## src/rtl/adc_capture_pkg.sv

```systemverilog
// Shared types and constants for the ADC capture packer: FSM states,
// default geometry and the packed-word width helper.
package adc_capture_pkg;

  localparam int ADC_W_DEF  = 12;
  localparam int PACK_N_DEF = 4;
  localparam int CNT_W_DEF  = 16;

  typedef enum logic [2:0] {
    IDLE    = 3'd0,
    ARMED   = 3'd1,
    CAPTURE = 3'd2,
    DRAIN   = 3'd3,
    DONE    = 3'd4
  } state_t;

  function automatic int packed_w(input int adc_w, input int pack_n);
    return adc_w * pack_n;
  endfunction

endpackage

```

## src/rtl/adc_capture_packer_if.sv

```systemverilog
// Output word stream towards the capture buffer.
// Handshake: a word moves when out_valid_o && out_ready_i on a rising edge; once
// raised, out_valid_o stays high and out_data_o/out_last_o stay stable until then.
interface adc_capture_packer_if
  import adc_capture_pkg::*;
#(
  parameter int DATA_W = packed_w(ADC_W_DEF, PACK_N_DEF)
) ();

  logic              out_valid_o;
  logic              out_ready_i;
  logic [DATA_W-1:0] out_data_o;
  logic              out_last_o;

  modport master (output out_valid_o, out_data_o, out_last_o, input out_ready_i);
  modport slave  (input out_valid_o, out_data_o, out_last_o, output out_ready_i);

endinterface

```

## src/rtl/adc_capture_outreg.sv

```systemverilog
// One-entry valid/ready holding register for packed words plus their last flag.
// The parent only asserts load_i when free_o is high.
module adc_capture_outreg #(
  parameter int DATA_W = 48
) (
  input  logic              clk,
  input  logic              rst_n,
  input  logic              clr_i,
  input  logic              load_i,
  input  logic [DATA_W-1:0] data_i,
  input  logic              last_i,
  output logic              free_o,
  adc_capture_packer_if.master out_if
);

  logic              valid_q;
  logic              last_q;
  logic [DATA_W-1:0] data_q;

  always_ff @(posedge clk or negedge rst_n) begin
    if (!rst_n) begin
      valid_q <= 1'b0;
      last_q  <= 1'b0;
      data_q  <= '0;
    end else if (clr_i) begin
      valid_q <= 1'b0;
      last_q  <= 1'b0;
      data_q  <= '0;
    end else if (load_i) begin
      valid_q <= 1'b1;
      last_q  <= last_i;
      data_q  <= data_i;
    end else if (valid_q && out_if.out_ready_i) begin
      valid_q <= 1'b0;
    end
  end

  // Free this cycle if empty or the held word is being taken right now.
  assign free_o             = !valid_q || out_if.out_ready_i;
  assign out_if.out_valid_o = valid_q;
  assign out_if.out_data_o  = data_q;
  assign out_if.out_last_o  = last_q;

endmodule

```

## src/rtl/adc_capture_packer.sv

```systemverilog
// Arm/trigger controlled sample packer: groups PACK_N samples per word, emits
// cap_len words on a valid/ready port and flags samples dropped under backpressure.
module adc_capture_packer
  import adc_capture_pkg::*;
#(
  parameter int ADC_W  = ADC_W_DEF,
  parameter int PACK_N = PACK_N_DEF,
  parameter int CNT_W  = CNT_W_DEF
) (
  input  logic             clk,
  input  logic             rst_n,
  input  logic             arm_i,
  input  logic             trig_i,
  input  logic             clr_i,
  input  logic [CNT_W-1:0] cap_len_i,
  input  logic             smp_valid_i,
  input  logic [ADC_W-1:0] smp_data_i,
  adc_capture_packer_if.master out_if,
  output logic             busy_o,
  output logic             done_o,
  output logic             ovf_o,
  output state_t           dbg_state_o
);

  localparam int PW    = packed_w(ADC_W, PACK_N);
  localparam int IDX_W = $clog2(PACK_N);
  localparam logic [IDX_W-1:0] LAST_IDX = IDX_W'(PACK_N - 1);

  state_t           state_q, state_d;
  logic [IDX_W-1:0] idx_q, idx_d;
  logic [PW-1:0]    pack_q, pack_d;
  logic             pack_full_q, pack_full_d;
  logic [CNT_W-1:0] cnt_q, cnt_d, len_q, len_d, cnt_inc;
  logic             ovf_q, ovf_d, busy_q, done_q;
  logic             out_free, xfer, xfer_last, in_window, smp_take, smp_drop, arm_ok;

  assign cnt_inc = cnt_q + CNT_W'(1);

  always_comb begin
    arm_ok    = arm_i && (cap_len_i != '0);
    in_window = (state_q == CAPTURE) || ((state_q == ARMED) && trig_i);
    xfer      = (state_q == CAPTURE) && pack_full_q && out_free;
    xfer_last = xfer && (cnt_inc == len_q);
    // A sample arriving alongside the final word's transfer belongs to no word.
    smp_take  = smp_valid_i && in_window && (!pack_full_q || (xfer && !xfer_last));
    smp_drop  = smp_valid_i && (state_q == CAPTURE) && pack_full_q && !xfer;

    state_d     = state_q;
    idx_d       = idx_q;
    pack_d      = pack_q;
    pack_full_d = pack_full_q && !xfer;
    cnt_d       = xfer ? cnt_inc : cnt_q;
    len_d       = len_q;
    ovf_d       = ovf_q || smp_drop;

    if (smp_take) begin
      for (int l = 0; l < PACK_N; l++) begin
        if (idx_q == IDX_W'(l)) pack_d[l*ADC_W +: ADC_W] = smp_data_i;
      end
      if (idx_q == LAST_IDX) begin
        idx_d       = '0;
        pack_full_d = 1'b1;
      end else begin
        idx_d = idx_q + IDX_W'(1);
      end
    end

    case (state_q)
      IDLE, DONE: begin
        if (arm_ok) begin
          state_d     = ARMED;
          len_d       = cap_len_i;
          cnt_d       = '0;
          idx_d       = '0;
          pack_full_d = 1'b0;
        end
      end
      ARMED:   if (trig_i) state_d = CAPTURE;
      CAPTURE: if (xfer_last) state_d = DRAIN;
      DRAIN:   if (out_if.out_valid_o && out_if.out_ready_i) state_d = DONE;
      default: state_d = IDLE;
    endcase

    if (clr_i) begin
      state_d     = IDLE;
      idx_d       = '0;
      pack_d      = '0;
      pack_full_d = 1'b0;
      cnt_d       = '0;
      ovf_d       = 1'b0;
    end
  end

  always_ff @(posedge clk or negedge rst_n) begin
    if (!rst_n) begin
      state_q     <= IDLE;
      idx_q       <= '0;
      pack_q      <= '0;
      pack_full_q <= 1'b0;
      cnt_q       <= '0;
      len_q       <= '0;
      ovf_q       <= 1'b0;
      busy_q      <= 1'b0;
      done_q      <= 1'b0;
    end else begin
      state_q     <= state_d;
      idx_q       <= idx_d;
      pack_q      <= pack_d;
      pack_full_q <= pack_full_d;
      cnt_q       <= cnt_d;
      len_q       <= len_d;
      ovf_q       <= ovf_d;
      busy_q      <= (state_d == ARMED) || (state_d == CAPTURE) || (state_d == DRAIN);
      done_q      <= (state_d == DONE);
    end
  end

  adc_capture_outreg #(.DATA_W(PW)) u_outreg (
    .clk    (clk),
    .rst_n  (rst_n),
    .clr_i  (clr_i),
    .load_i (xfer),
    .data_i (pack_q),
    .last_i (xfer_last),
    .free_o (out_free),
    .out_if (out_if)
  );

  assign busy_o      = busy_q;
  assign done_o      = done_q;
  assign ovf_o       = ovf_q;
  assign dbg_state_o = state_q;

endmodule

```

## src/flat_wrapper.sv

```systemverilog
// flat-port wrapper written by rule: the top's interface ports become plain ports
module adc_capture_packer_flat import adc_capture_pkg::*;
#(
  parameter int ADC_W  = ADC_W_DEF,
  parameter int PACK_N = PACK_N_DEF,
  parameter int CNT_W  = CNT_W_DEF
)
  (clk, rst_n, arm_i, trig_i, clr_i, cap_len_i, smp_valid_i, smp_data_i, busy_o, done_o, ovf_o, dbg_state_o, out_if_out_valid_o, out_if_out_data_o, out_if_out_last_o, out_if_out_ready_i);
  adc_capture_packer_if #(.DATA_W((ADC_W * PACK_N))) out_if_i ();
  input  logic clk;
  input  logic rst_n;
  input  logic arm_i;
  input  logic trig_i;
  input  logic clr_i;
  input  logic [CNT_W-1:0] cap_len_i;
  input  logic smp_valid_i;
  input  logic [ADC_W-1:0] smp_data_i;
  output logic busy_o;
  output logic done_o;
  output logic ovf_o;
  output state_t dbg_state_o;
  output wire logic [$bits(out_if_i.out_valid_o)-1:0] out_if_out_valid_o;
  output wire logic [$bits(out_if_i.out_data_o)-1:0] out_if_out_data_o;
  output wire logic [$bits(out_if_i.out_last_o)-1:0] out_if_out_last_o;
  input wire logic [$bits(out_if_i.out_ready_i)-1:0] out_if_out_ready_i;
  assign out_if_out_valid_o = out_if_i.out_valid_o;
  assign out_if_out_data_o = out_if_i.out_data_o;
  assign out_if_out_last_o = out_if_i.out_last_o;
  assign out_if_i.out_ready_i = out_if_out_ready_i;
  adc_capture_packer #(.ADC_W(ADC_W), .PACK_N(PACK_N), .CNT_W(CNT_W)) u_core (.clk(clk), .rst_n(rst_n), .arm_i(arm_i), .trig_i(trig_i), .clr_i(clr_i), .cap_len_i(cap_len_i), .smp_valid_i(smp_valid_i), .smp_data_i(smp_data_i), .out_if(out_if_i), .busy_o(busy_o), .done_o(done_o), .ovf_o(ovf_o), .dbg_state_o(dbg_state_o));
endmodule
```

## config.mk

```make
export PLATFORM = sky130hd
export DESIGN_NAME = adc_capture_packer_flat
export DESIGN_NICKNAME = d
export VERILOG_FILES = /design/src/rtl/adc_capture_pkg.sv /design/src/rtl/adc_capture_packer_if.sv /design/src/rtl/adc_capture_outreg.sv /design/src/rtl/adc_capture_packer.sv /design/src/flat_wrapper.sv
export SDC_FILE = /design/constraint.sdc
export NUM_CORES = 1
export LEC_CHECK = 0
export BUFFER_PORTS_ARGS = -buffer_cell sky130_fd_sc_hd__buf_2
export CORE_MARGIN = 1
export CORE_UTILIZATION = 40
export CTS_CLUSTER_SIZE = 30
export DETAILED_ROUTE_END_ITERATION = 8
export PLACE_DENSITY = 0.56
export SYNTH_ARGS = -nofsm -noshare
export SYNTH_HDL_FRONTEND = slang
export SYNTH_SLANG_ARGS = --single-unit
```

## constraint.sdc

```tcl
create_clock -name clk -period 5.5 [get_ports clk]
set_clock_uncertainty 0.05 [all_clocks]
set_input_delay 0.55 -clock clk [delete_from_list [all_inputs] [get_ports clk]]
set_output_delay 0.55 -clock clk [all_outputs]
set_load 0.01 [all_outputs]
```

# After elaboration in Yosys (flattened, before gate mapping)
# Cells that the tools add are included.
totals:
  input_bits: 35
  regBits: 139
op_classes:
  n_addsub: 2
  muxes: 34
  eq_ne: 12
  n_reduce_logical: 39
op_table:
  columns: ["op", "n"]
  rows:
  - ["48-bit 2-to-1 mux", 4]
  - ["16-bit 2-to-1 mux", 4]
  - ["12-bit 2-to-1 mux", 4]
  - ["16-bit by 1-bit adder with 16-bit output, second input constant", 1]
  - ["16-bit == test", 1]
  - ["16-bit nonzero test", 1]
  - ["3-bit 2-to-1 mux", 5]
  - ["1-bit logical AND", 13]
  - ["3-bit by 2-bit == test with 1-bit output, second input constant", 4]
  - ["3-bit one-hot mux with 4 select lines", 1]
  - ["2-bit nonzero test", 6]
  - ["1-bit 2-to-1 mux", 11]
  - ["2-bit 2-to-1 mux", 5]
  - ["2-bit AND reduction", 5]
  - ["3-bit by 1-bit == test with 1-bit output, second input constant", 2]
  - ["3-bit == test, second input constant", 2]
  - ["1-bit logical OR", 6]
  - ["2-bit == test, second input constant", 2]
  - ["1-bit logical NOT", 4]
  - ["3-bit logical NOT", 1]
  - ["3-bit nonzero test", 1]
  - ["2-bit by 1-bit adder with 2-bit output, second input constant", 1]
  - ["2-bit by 1-bit == test with 1-bit output, second input constant", 1]
  - ["2-bit logical NOT", 1]
  - ["2-bit OR reduction", 1]

# Depth between registers and ports, before layout
# Gate-level depths: netlist of the first run.
depth:
  depth_word: 12
  depth_mapped: 9
  depth_no_buf: 8

# Hierarchy
# Synthesis of the first run repeated with hierarchy kept, for this count alone.
unflattened:
  hier_cells: 596
  hier_area_um2: 6784.0
by_module_without_submodules:
  columns: ["module", "area_per_inst_um2", "n_inst", "cells_each", "seq_area_each_um2"]
  rows:
  - ["adc_capture_packer", 4732.0, 1, 433, 2227.1]
  - ["adc_capture_outreg", 2052.0, 1, 163, 1251.2]

# Worst setup path after synthesis of the first run
# No wires, ideal clock.
synth_timing:
  path_kind: "reg2reg"
  startpoint: "reg u_core.cnt_q[0]"
  endpoint: "reg u_core.pack_q[36]"
  synth_period_minus_slack_ns: 2.632
  path_stages_with_launch: 10
  path_slack_ns: 2.868
  path_buffers: 1
  t_required_ns: 5.371
  arrival_ns: 2.503
  path_cell_list: "dfrtp_1 > ha_1 > and3_1 > xnor2_1 > or3_1 > a311oi_2 > nand4_4 > a41oi_4 > buf_6 > mux2i_1"
synth_between:
  elab_chain_cells: 9
synth_lines:
  columns: ["element", "line_no", "source"]
  rows:
  - ["from (decl)", "adc_capture_packer.sv:33", "logic [CNT_W-1:0] cnt_q, cnt_d, len_q, len_d, cnt_inc;"]
  - ["from (signal assigned)", "adc_capture_packer.sv:110", "cnt_q <= cnt_d;"]
  - ["16-bit by 1-bit adder with 16-bit output", "adc_capture_packer.sv:37", "assign cnt_inc = cnt_q + CNT_W'(1);"]
  - ["16-bit == test", "adc_capture_packer.sv:43", "xfer_last = xfer && (cnt_inc == len_q);"]
  - ["1-bit logical AND", "adc_capture_packer.sv:43", null]
  - ["1-bit logical NOT", "adc_capture_packer.sv:45", "smp_take = smp_valid_i && in_window && (!pack_full_q || (xfer && !xfer_last));"]
  - ["1-bit logical AND", "adc_capture_packer.sv:45", null]
  - ["1-bit logical OR", "adc_capture_packer.sv:45", null]
  - ["1-bit logical AND", "adc_capture_packer.sv:45", null]
  - ["2-bit nonzero test (no source line)", null, null]
  - ["2-bit AND reduction (no source line)", null, null]
  - ["to (signal assigned)", "adc_capture_packer.sv:108", "pack_q <= pack_d;"]
  - ["to (decl)", "adc_capture_packer.sv:31", "logic [PW-1:0] pack_q, pack_d;"]
# Every way passes these cells.
# A chain may end at the register's enable or synchronous reset.

# Worst setup path in the final report of the first run
layout_timing:
  startpoint: "reg u_core.cnt_q[0]"
  endpoint: "reg u_core.pack_q[13]"
# Same word-level chain as after synthesis.

==> impl_metrics.json, run 1 <==
{
  "fin_setup_tns_ns": 0,
  "final_common_cell": "nand2_1",
  "path_cells": "ha_1 -> nand3_1 -> or3_1 -> a21oi_1 -> and4_1 -> nand4_4 -> a41oi_2 -> mux2i_1",
  "portBuffers": 90,
  "syn_to_final_growth_pct": 18.54,
  "ys_async_sr_fraction": 1.000,
  "dr_wl_met2_um": 8043,
  "clk_pin_slew_worst_paths_ns": 0.06,
  "min_period_over_period": 0.6353,
  "m1WireLength_um": 7313,
  "drv_slew": 0,
  "synth_ff_type": "dfrtp_1",
  "finalNonFillerCells": 948,
  "synth_top_area_share": 0.5359,
  "synthCells": 644,
  "switchingPower_w": 0.0005831,
  "path_buf_inv": 0,
  "rows": 46,
  "p_int_w": 0.001852,
  "wl_met3_um": 604,
  "ctsHoldBuffers": 0,
  "ys_types": 46,
  "core_sq_um": 15890,
  "p_comb_frac": 0.073,
  "postRouteWirelength_um": 16250,
  "regArea_sq_um": 3478,
  "antenna_cells": 0,
  "synth_simple_gate_area_share": 0.1883,
  "setup_viol": 0,
  "path_max_fanout": 12,
  "cts_sinks": 139,
  "final_hold_viol_count": 0,
  "grt_pass1_vias": 5010,
  "insertion_delay_ns": 0.42,
  "initial_utilization": 0.4086,
  "endpoint_kind": "register",
  "gp_congestion": 0.8398,
  "outcome": "complete, no violations",
  "drtPass1Iterations": 4,
  "startpoint_type": "register",
  "finish.utilization": 0.4844,
  "grt_max_degree": 85,
  "synth_top_area_cell": "dfrtp_1",
  "fillers": 1523,
  "synth_area_sq_um": 6491,
  "avgRoutedWirePerCell_um": 17.15,
  "dp_cells": 917,
  "synth-edff-count": 0,
  "synth_top_family_by_area": "simple AND/OR/NAND/NOR gates",
  "swShare": 0.2394,
  "ant_nets": 0,
  "top_layer_used": "met4",
  "pwr-share-seq": 0.443,
  "cts_tree": "yes",
  "io_pins": 91,
  "drc": 0,
  "cpPeakStageDelay_ns": 0.86,
  "cts_buffers": 17,
  "grt_use_total": 0.2106,
  "fmax_mhz": 286.2,
  "maxCapViolations": 0,
  "synthTopCellsByArea": "dfrtp_1, nand2_1, mux2i_1",
  "hold_class": "in -> async",
  "r2r-end": "u_core.pack_q[13]",
  "postCtsSetupBuffers": 0,
  "overflow": 0,
  "ir_drop_v": 0.0002236,
  "dieWidth_um": 129.4,
  "drtIter0Drc": 245,
  "total_leakage_power_nw": 3.661,
  "die_h_um": 129.4,
  "cts_resized": 0,
  "syn_nets": 684,
  "relSlewSlack": 0.2700,
  "p_per_area_nw_per_um2": 316.5,
  "synth-compound-area-share": 0.08423,
  "dp_hpwl_um": 10900,
  "multi_input_area_sq_um": 2810,
  "synth_seq_cells": 139,
  "avgSynthCellArea_sq_um": 10.08,
  "grt_antenna_before_repair": 0,
  "crit_arrival_ns": 3.77,
  "clockBufferDepth": 2,
  "die-area_sq_um": 16740,
  "grt_pass1_wl_um": 26380,
  "worst_pin_slew_ns": 1.095,
  "required_ns": 5.78,
  "min_period_ns": 3.494,
  "hold_ws_ns": 0.1363,
  "synthAdderAreaFrac": 0.009638,
  "vias_per_cell": 5.184,
  "path_class": "reg -> reg",
  "cts_root_buf": "clkbuf_16",
  "critical-path-slowest-cell": "a41oi_2",
  "cp_top_family": "simple AND/OR/NAND/NOR gates",
  "final_cell_mix": "nand2_1, dfrtp_1, buf_2",
  "pwr-share-clk": 0.483,
  "seq_area_frac_synth": 0.5359,
  "synthMuxAreaShare": 0.1101,
  "synth_xor_xnor_area_share": 0.03913,
  "htreeDepth": 4,
  "rsz0062_at_grt": "no",
  "nNetsFinal": 760,
  "drive_gt1_frac": 0.2158,
  "critPathLaunch": "u_core.cnt_q[0]",
  "vias": 4914,
  "rr_worst_depth": 8,
  "r2r-start": "u_core.cnt_q[0]",
  "yosys_warnings": 0,
  "r2r_slack_ns": 2.01
}
## power groups by stage
| stage | combinational (W) | clock (W) | sequential [W] |
|---|---|---|---|
| after floorplan | 0.000112 | 0 | 0.00109 |
| after global placement | 0.000176 | 0 | 0.00110 |
| after detailed placement | 0.000181 | 0 | 0.00110 |
| after CTS | 0.000182 | 0.00121 | 0.00108 |
| after global routing | 0.000198 | 0.00124 | 0.00108 |
| final | 0.000179 | 0.00118 | 0.00108 |
## cells in the mapped netlist (6+ instances only)
cell type	n
xnor2_1	17
nor3_1	9
o21ai_0	11
nor2_1	20
a21oi_1	61
and4_1	7
dfrtp_1	139
xor2_1	12
nand4_1	6
nand2_1	179
mux2i_1	50
nand3_1	9
mux2_2	19
or3_1	7
inv_1	6
clkbuf_1	30
## worst max path at each step
stage	endpoint	slack, ns	cells after the start
floorplan	u_core.pack_q[36]	2.87	9
global placement	u_core.idx_q[0]	1.97	8
detailed placement	u_core.idx_q[0]	1.88	8
CTS	u_core.pack_q[13]	1.97	8
global route	u_core.pack_q[13]	1.77	8
finish	u_core.pack_q[13]	2.01	8
## registers in the layout (all words and copies together) (netlist names)
register,flops
u_core.busy_o,1
u_core.cnt_q,16
u_core.dbg_state_o,3
u_core.done_o,1
u_core.idx_q,2
u_core.len_q,16
u_core.ovf_o,1
u_core.pack_full_q,1
u_core.pack_q,48
u_core.u_outreg.out_if.out_data_o,48
u_core.u_outreg.out_if.out_last_o,1
u_core.u_outreg.out_if.out_valid_o,1
## metal layers
layer	vias to the layer above	GRT usage
met5	-	0
li1	2341	-
met4	0	0.07405
met2	96	0.3409
met3	22	0.04707
met1	2455	0.2785
## logic make-up after synthesis
family	count (synthesis)
AOI/OAI and AO/OA	89
xor gates and xnor gates	29
adders and majority gates	5
buffers and inverters	46
DFF	139
muxes	69
and+or+nand+nor	267
## metrics by stage
step	setup slack, ns	instance area, sq um	power, W
final	2.006	7695	0.002435
after global routing	1.769	7695	0.002526
after CTS	1.970	7695	0.002468
after detailed placement	1.876	7087	0.001279
after global placement	1.971	7087	0.001274
after floorplan	2.868	6491	0.001201
## worst reg2reg max path, cell delays in order, from the launching register on
cell and delay [ns]:
dfrtp_1 0.49, ha_1 0.35, nand3_1 0.33, or3_1 0.41, a21oi_1 0.15, and4_1 0.28, nand4_4 0.16, a41oi_2 0.87
mux2i_1 0.31
## layout make-up
class / count / share of cell area
multi-input cells: 459 / 0.3652
inverters: 7 / 0.003415
flip-flops and latches: 139 / 0.4520
clock buffers: 19 / 0.05756
repair buffers: 96 / 0.06520
clock inverters: 12 / 0.02146
well taps: 216 / 0.03512
No activity file was read; power rests on OpenSTA's default activity.
==> run 2: changes to the inputs <==
Settings changed: PLACE_DENSITY 0.56 to 0.58.
Clock period 5.5 ns to 3.04 ns, I/O delays scaled along.
==> run 2 against run 1 <==
Wire length down 2.6%; cell count up 1.2%; core utilization up 0.76 points; power up 81%; global-route usage down 0.57 points; register-to-register slack worse by 1.8 ns; sequential power up 81%; final area up 1.6%; first-iteration DRC count up 31%; largest power group unchanged; highest routed layer unchanged.
==> impl_metrics.json, run 2 (synthesis results as in run 1) <==
{
  "antenna_cells": 0,
  "grt_pass1_vias": 4987,
  "path_cells": "nand4_4 -> or4_4 -> or4_4 -> o211ai_2 -> nand4_4 -> a41oi_2 -> buf_4 -> mux2i_1",
  "postCtsSetupBuffers": 0,
  "outcome": "complete, no violations",
  "rsz0062_at_grt": "no",
  "cts_resized": 0,
  "path_buf_inv": 1,
  "startpoint_type": "register",
  "io_pins": 91,
  "required_ns": 3.33,
  "drtIter0Drc": 320,
  "maxCapViolations": 0,
  "avgRoutedWirePerCell_um": 16.51,
  "initial_utilization": 0.4086,
  "clk_pin_slew_worst_paths_ns": 0.06,
  "die-area_sq_um": 16740,
  "final_hold_viol_count": 0,
  "grt_pass1_wl_um": 25840,
  "dp_cells": 926,
  "path_max_fanout": 12,
  "ant_nets": 0,
  "final_common_cell": "nand2_1",
  "fin_setup_tns_ns": 0,
  "grt_use_total": 0.2049,
  "drtPass1Iterations": 4,
  "endpoint_kind": "register",
  "finalNonFillerCells": 959,
  "drv_slew": 0,
  "critical-path-slowest-cell": "or4_4",
  "ir_drop_v": 0.0004225,
  "cts_tree": "yes",
  "clockBufferDepth": 2,
  "die_h_um": 129.4,
  "total_leakage_power_nw": 3.718,
  "p_per_area_nw_per_um2": 565.0,
  "dp_hpwl_um": 10670,
  "dpl-instance-area_sq_um": 7204,
  "grt_antenna_before_repair": 0,
  "insertion_delay_ns": 0.43,
  "cp_top_family": "simple AND/OR/NAND/NOR gates",
  "syn_to_final_growth_pct": 20.41,
  "cts_root_buf": "clkbuf_16",
  "dieWidth_um": 129.4,
  "path_class": "reg -> reg",
  "final_cell_mix": "nand2_1, dfrtp_1, buf_2",
  "rows": 46,
  "finish.utilization": 0.4920,
  "cts_buffers": 17,
  "hold_class": "in -> reg",
  "min_period_ns": 2.824,
  "portBuffers": 90,
  "nNetsFinal": 770,
  "final_area_sq_um": 7816,
  "vias": 4944,
  "power_w": 0.004416,
  "overflow": 0,
  "postRouteWirelength_um": 15830,
  "grt_max_degree": 77,
  "cpPeakStageDelay_ns": 0.58,
  "htreeDepth": 4,
  "cts_sinks": 139,
  "drive_gt1_frac": 0.2248,
  "core_sq_um": 15890,
  "vias_per_cell": 5.155,
  "setup_viol": 0,
  "min_period_over_period": 0.9290,
  "crit_arrival_ns": 3.11,
  "gp_congestion": 0.8569,
  "fmax_mhz": 354.1,
  "drc": 0,
  "relSlewSlack": 0.5121,
  "worst_pin_slew_ns": 0.7308
}
-- run 2: cell types whose count changed in the layout (fill, tap and decap cells not counted), sizes merged --
cell         change
dlygate4sd3      +1
buf              +9
clkinvlp         +1
inv              -1
clkinv           +1
-- run 2: stage by stage --
| stage | hold WS, ns | worst slack (ns) |
|---|---|---|
| after floorplan | -0.04159 | 0.4080 |
| after global placement | 0.2801 | 0.3100 |
| after detailed placement | 0.2947 | 0.2284 |
| after CTS | 0.06368 | 0.2100 |
| after global routing | 0.06473 | 0.0007345 |
| final | 0.07586 | 0.2158 |
-- run 2: cell type report --
cell class / instances / area, sq um
Tap cell: 216 / 270.3
Multi-Input combinational cell: 459 / 2810
Clock buffer: 19 / 432.9
Fill cell: 1553 / 8069
Inverter: 7 / 26.28
Clock inverter: 13 / 168.9
Timing Repair Buffer: 106 / 629.4
Sequential cell: 139 / 3478
-- run 2: final timing paths --
path	from	depth (start not counted)	endpoint	slack, ns
max	u_core.cnt_q[2]	8	u_core.pack_q[11]	0.22
min	cap_len_i[5]	2	u_core.len_q[5]	0.08
max reg2reg	u_core.cnt_q[2]	8	u_core.pack_q[11]	0.22
min reg2reg	u_core.ovf_o	2	u_core.ovf_o	0.44
max in group asynchronous	rst_n	3	u_core.pack_q[14]	1.76
min in group asynchronous	rst_n	2	u_core.done_o	0.38
-- run 2: metal layers --
layer | share of wire | track usage
met5 | 0 | 0
met4 | 0.019 | 0.07958
met3 | 0.042 | 0.04996
met2 | 0.48 | 0.3238
met1 | 0.46 | 0.2721
-- run 2: timing repair --
item,in CTS,in global routing
endpoints found under the hold margin,63,0
hold buffers,1,0
setup endpoints to repair,0,0
-- run 2: where the power goes --
group | internal [W] | leakage (nW) | switching, W
sequential | 0.00190 | 1.90 | 0.0000494
clock | 0.00130 | 0.280 | 0.000840
combinational | 0.000138 | 1.54 | 0.000191
==> run 3: changes to the inputs <==
Settings changed: ABC_AREA from default to 1, RECOVER_POWER from default to 25.
==> run 3 against run 2 <==
Critical path depth increased by 7; clock-buffer cell count did not move; die area increased by 2.5%; hold slack better by 0.016 ns; register-to-register slack better by 0.23 ns; sequential cell count did not move; sequential power barely moved; via count up 17%; clock power hardly changed; largest power group unchanged.
==> impl_metrics.json, run 3 <==
{
  "seq_area_frac_synth": 0.5227,
  "drtPass1Iterations": 6,
  "path_buf_inv": 2,
  "worst_pin_slew_ns": 1.472,
  "path_class": "reg -> reg",
  "vias": 5766,
  "final_cell_mix": "nand2_1, dfrtp_1, nand3_1",
  "synth_seq_cells": 139,
  "yosys_warnings": 0,
  "grt_pass1_vias": 5537,
  "grt_pass1_wl_um": 28450,
  "cts_tree": "yes",
  "total_leakage_power_nw": 4.323,
  "hold_class": "in -> reg",
  "synth-edff-count": 0,
  "dp_hpwl_um": 11820,
  "finish.utilization": 0.4963,
  "min-delay-start": "cap_len_i[3]",
  "ant_nets": 0,
  "die_h_um": 131.0,
  "final_common_cell": "nand2_1",
  "portBuffers": 90,
  "path_max_fanout": 31,
  "synthTopCellsByArea": "dfrtp_1, nand2_1, nand3_1",
  "synth_top_area_share": 0.5227,
  "synthCells": 811,
  "setup_viol": 0,
  "critical-path-slowest-cell": "dfrtp_1",
  "crit_arrival_ns": 2.90,
  "cpPeakStageDelay_ns": 0.38,
  "worst_hold_path.endpoint": "u_core.len_q[3]",
  "endpoint_kind": "register",
  "cts_resized": 0,
  "drtIter0Drc": 463,
  "synth_area_sq_um": 6655,
  "overflow": 0,
  "nNetsFinal": 931,
  "synth_top_area_cell": "dfrtp_1",
  "drc": 0,
  "rsz0062_at_grt": "no",
  "vias_per_cell": 5.144,
  "min_period_over_period": 0.8541,
  "synth.most_common_cell": "nand2_1",
  "path_cells": "ha_1 -> nand2_1 -> nor2_4 -> nand2_1 -> nand2_1 -> nor2_1 -> nor3_1 -> nand3_1 -> nor2_2 -> nand4_4 -> buf_4 -> nand3_1 -> buf_4 -> nand3_1 -> nand2_1",
  "p_per_area_nw_per_um2": 556.7,
  "ir_drop_v": 0.0003649,
  "r2r-end": "u_core.pack_q[32]",
  "r2r_slack_ns": 0.44,
  "avgSynthCellArea_sq_um": 8.206,
  "avgRoutedWirePerCell_um": 15.45,
  "insertion_delay_ns": 0.42,
  "core_sq_um": 16060,
  "grt_antenna_before_repair": 1,
  "drv_slew": 0,
  "die-area_sq_um": 17160,
  "rows": 46,
  "ys_async_sr_fraction": 1.000,
  "io_pins": 91,
  "cts_buffers": 17,
  "postRouteWirelength_um": 17320,
  "r2r-start": "u_core.cnt_q[0]",
  "relSlewSlack": 0.01848,
  "rr_worst_depth": 15,
  "fin_setup_tns_ns": 0,
  "grt_use_total": 0.2195,
  "cts_sinks": 139,
  "clk_pin_slew_worst_paths_ns": 0.06,
  "initial_utilization": 0.4144,
  "min_path_cells": 2,
  "clockBufferDepth": 2,
  "drive_gt1_frac": 0.1792,
  "cts_root_buf": "clkbuf_16",
  "cp_top_family": "simple AND/OR/NAND/NOR gates",
  "maxCapViolations": 0,
  "path_common_cell": "nand2_1",
  "final_hold_viol_count": 0,
  "synth_ff_type": "dfrtp_1",
  "ys_types": 30,
  "dieWidth_um": 131.0,
  "required_ns": 3.34,
  "outcome": "complete, no violations",
  "min_period_ns": 2.596,
  "fmax_mhz": 385.2,
  "syn_nets": 851,
  "grt_max_degree": 66,
  "startpoint_type": "register",
  "syn_to_final_growth_pct": 19.74,
  "htreeDepth": 4,
  "synth_common_cells": "nand2_1, dfrtp_1, nand3_1",
  "gp_congestion": 0.8248
}
-- run 3: changes by cell type after synthesis, sizes merged, moves of 9 or more --
| cell | previous run | this run |
|---|---|---|
| xnor2 | 17 | 0 |
| inv | 7 | 62 |
| mux2i | 50 | 0 |
| nor2 | 20 | 66 |
| nand4 | 8 | 61 |
| nand2 | 179 | 238 |
| nand3 | 9 | 128 |
| mux2 | 19 | 10 |
| a21oi | 61 | 12 |
| a211oi | 0 | 9 |
| xor2 | 12 | 1 |
-- run 3: what timing repair did --
action | CTS | global route
setup buffers | 0 | 0
hold endpoints to repair | 55 | 0
hold buffers | 1 | 0
-- run 3: per-layer routing --
| layer | GRT usage | vias to the layer above | wire length (um) |
|---|---|---|---|
| met3 | 0.05090 | 24 | 710 |
| met1 | 0.3094 | 2735 | 8508 |
| li1 | - | 2860 | - |
| met2 | 0.3333 | 147 | 7794 |
| met5 | 0 | - | 0 |
| met4 | 0.07099 | 0 | 311 |
-- run 3: power by group --
part / leakage (nW) / switching, W / internal, W / total (W)
Clock: 0.300 / 0.000818 / 0.00134 / 0.00216
Sequential: 1.90 / 0.0000408 / 0.00191 / 0.00195
Combinational: 2.13 / 0.000216 / 0.000115 / 0.000332
Total: 4.32 / 0.00108 / 0.00336 / 0.00444
-- run 3: per-stage QoR --
| stage | worst slack, ns | std cells | total power [W] | instance area (sq um) | hold WS [ns] |
|---|---|---|---|---|---|
| 6_report | 0.4436 | 1121 | 0.004437 | 7969 | 0.09160 |
| 5_1_grt | 0.1021 | 1121 | 0.004616 | 7969 | 0.08147 |
| 4_1_cts | 0.4210 | 1120 | 0.004492 | 7986 | 0.07045 |
| 3_5_place_dp | 0.4353 | 1087 | 0.002316 | 7360 | 0.2651 |
| 3_3_place_gp | 0.4611 | 1087 | 0.002313 | 7360 | 0.2632 |
| 2_1_floorplan | 0.9470 | 811 | 0.002169 | 6655 | -0.04159 |
-- run 3: how the worst max path moves through the flow --
stage | to | startpoint | slack [ns] | cells after the start
floorplan | u_core.pack_full_q | u_core.cnt_q[0] | 0.95 | 13
global placement | u_core.pack_q[33] | u_core.cnt_q[0] | 0.46 | 15
detailed placement | u_core.pack_q[27] | u_core.cnt_q[0] | 0.44 | 15
CTS | u_core.pack_q[28] | u_core.cnt_q[0] | 0.42 | 15
global route | u_core.pack_q[28] | u_core.cnt_q[0] | 0.10 | 15
finish | u_core.pack_q[32] | u_core.cnt_q[0] | 0.44 | 15
-- run 3: logic make-up after synthesis --
logic type               Yosys count  share of synthesized area
AND/OR/NAND/NOR                  509                     0.3491
flip-flops                       139                     0.5227
buffers and inverters            110                    0.06467
AO/OA/AOI/OAI                     36                    0.03253
multiplexers                      10                    0.01692
adder cells (fa/ha/maj)            5                   0.009400
XOR/XNOR                           2                   0.004700
-- run 3: layout make-up --
| class | count | area [sq um] |
|---|---|---|
| sequential | 139 | 3478 |
| multi-input combinational | 562 | 2761 |
| inverter | 62 | 232.7 |
| clock inverter | 13 | 163.9 |
| tap | 216 | 270.3 |
| timing repair buffer | 109 | 606.8 |
| antenna | 1 | 2.502 |
| clock buffer | 19 | 452.9 |
| fill | 1555 | 8089 |
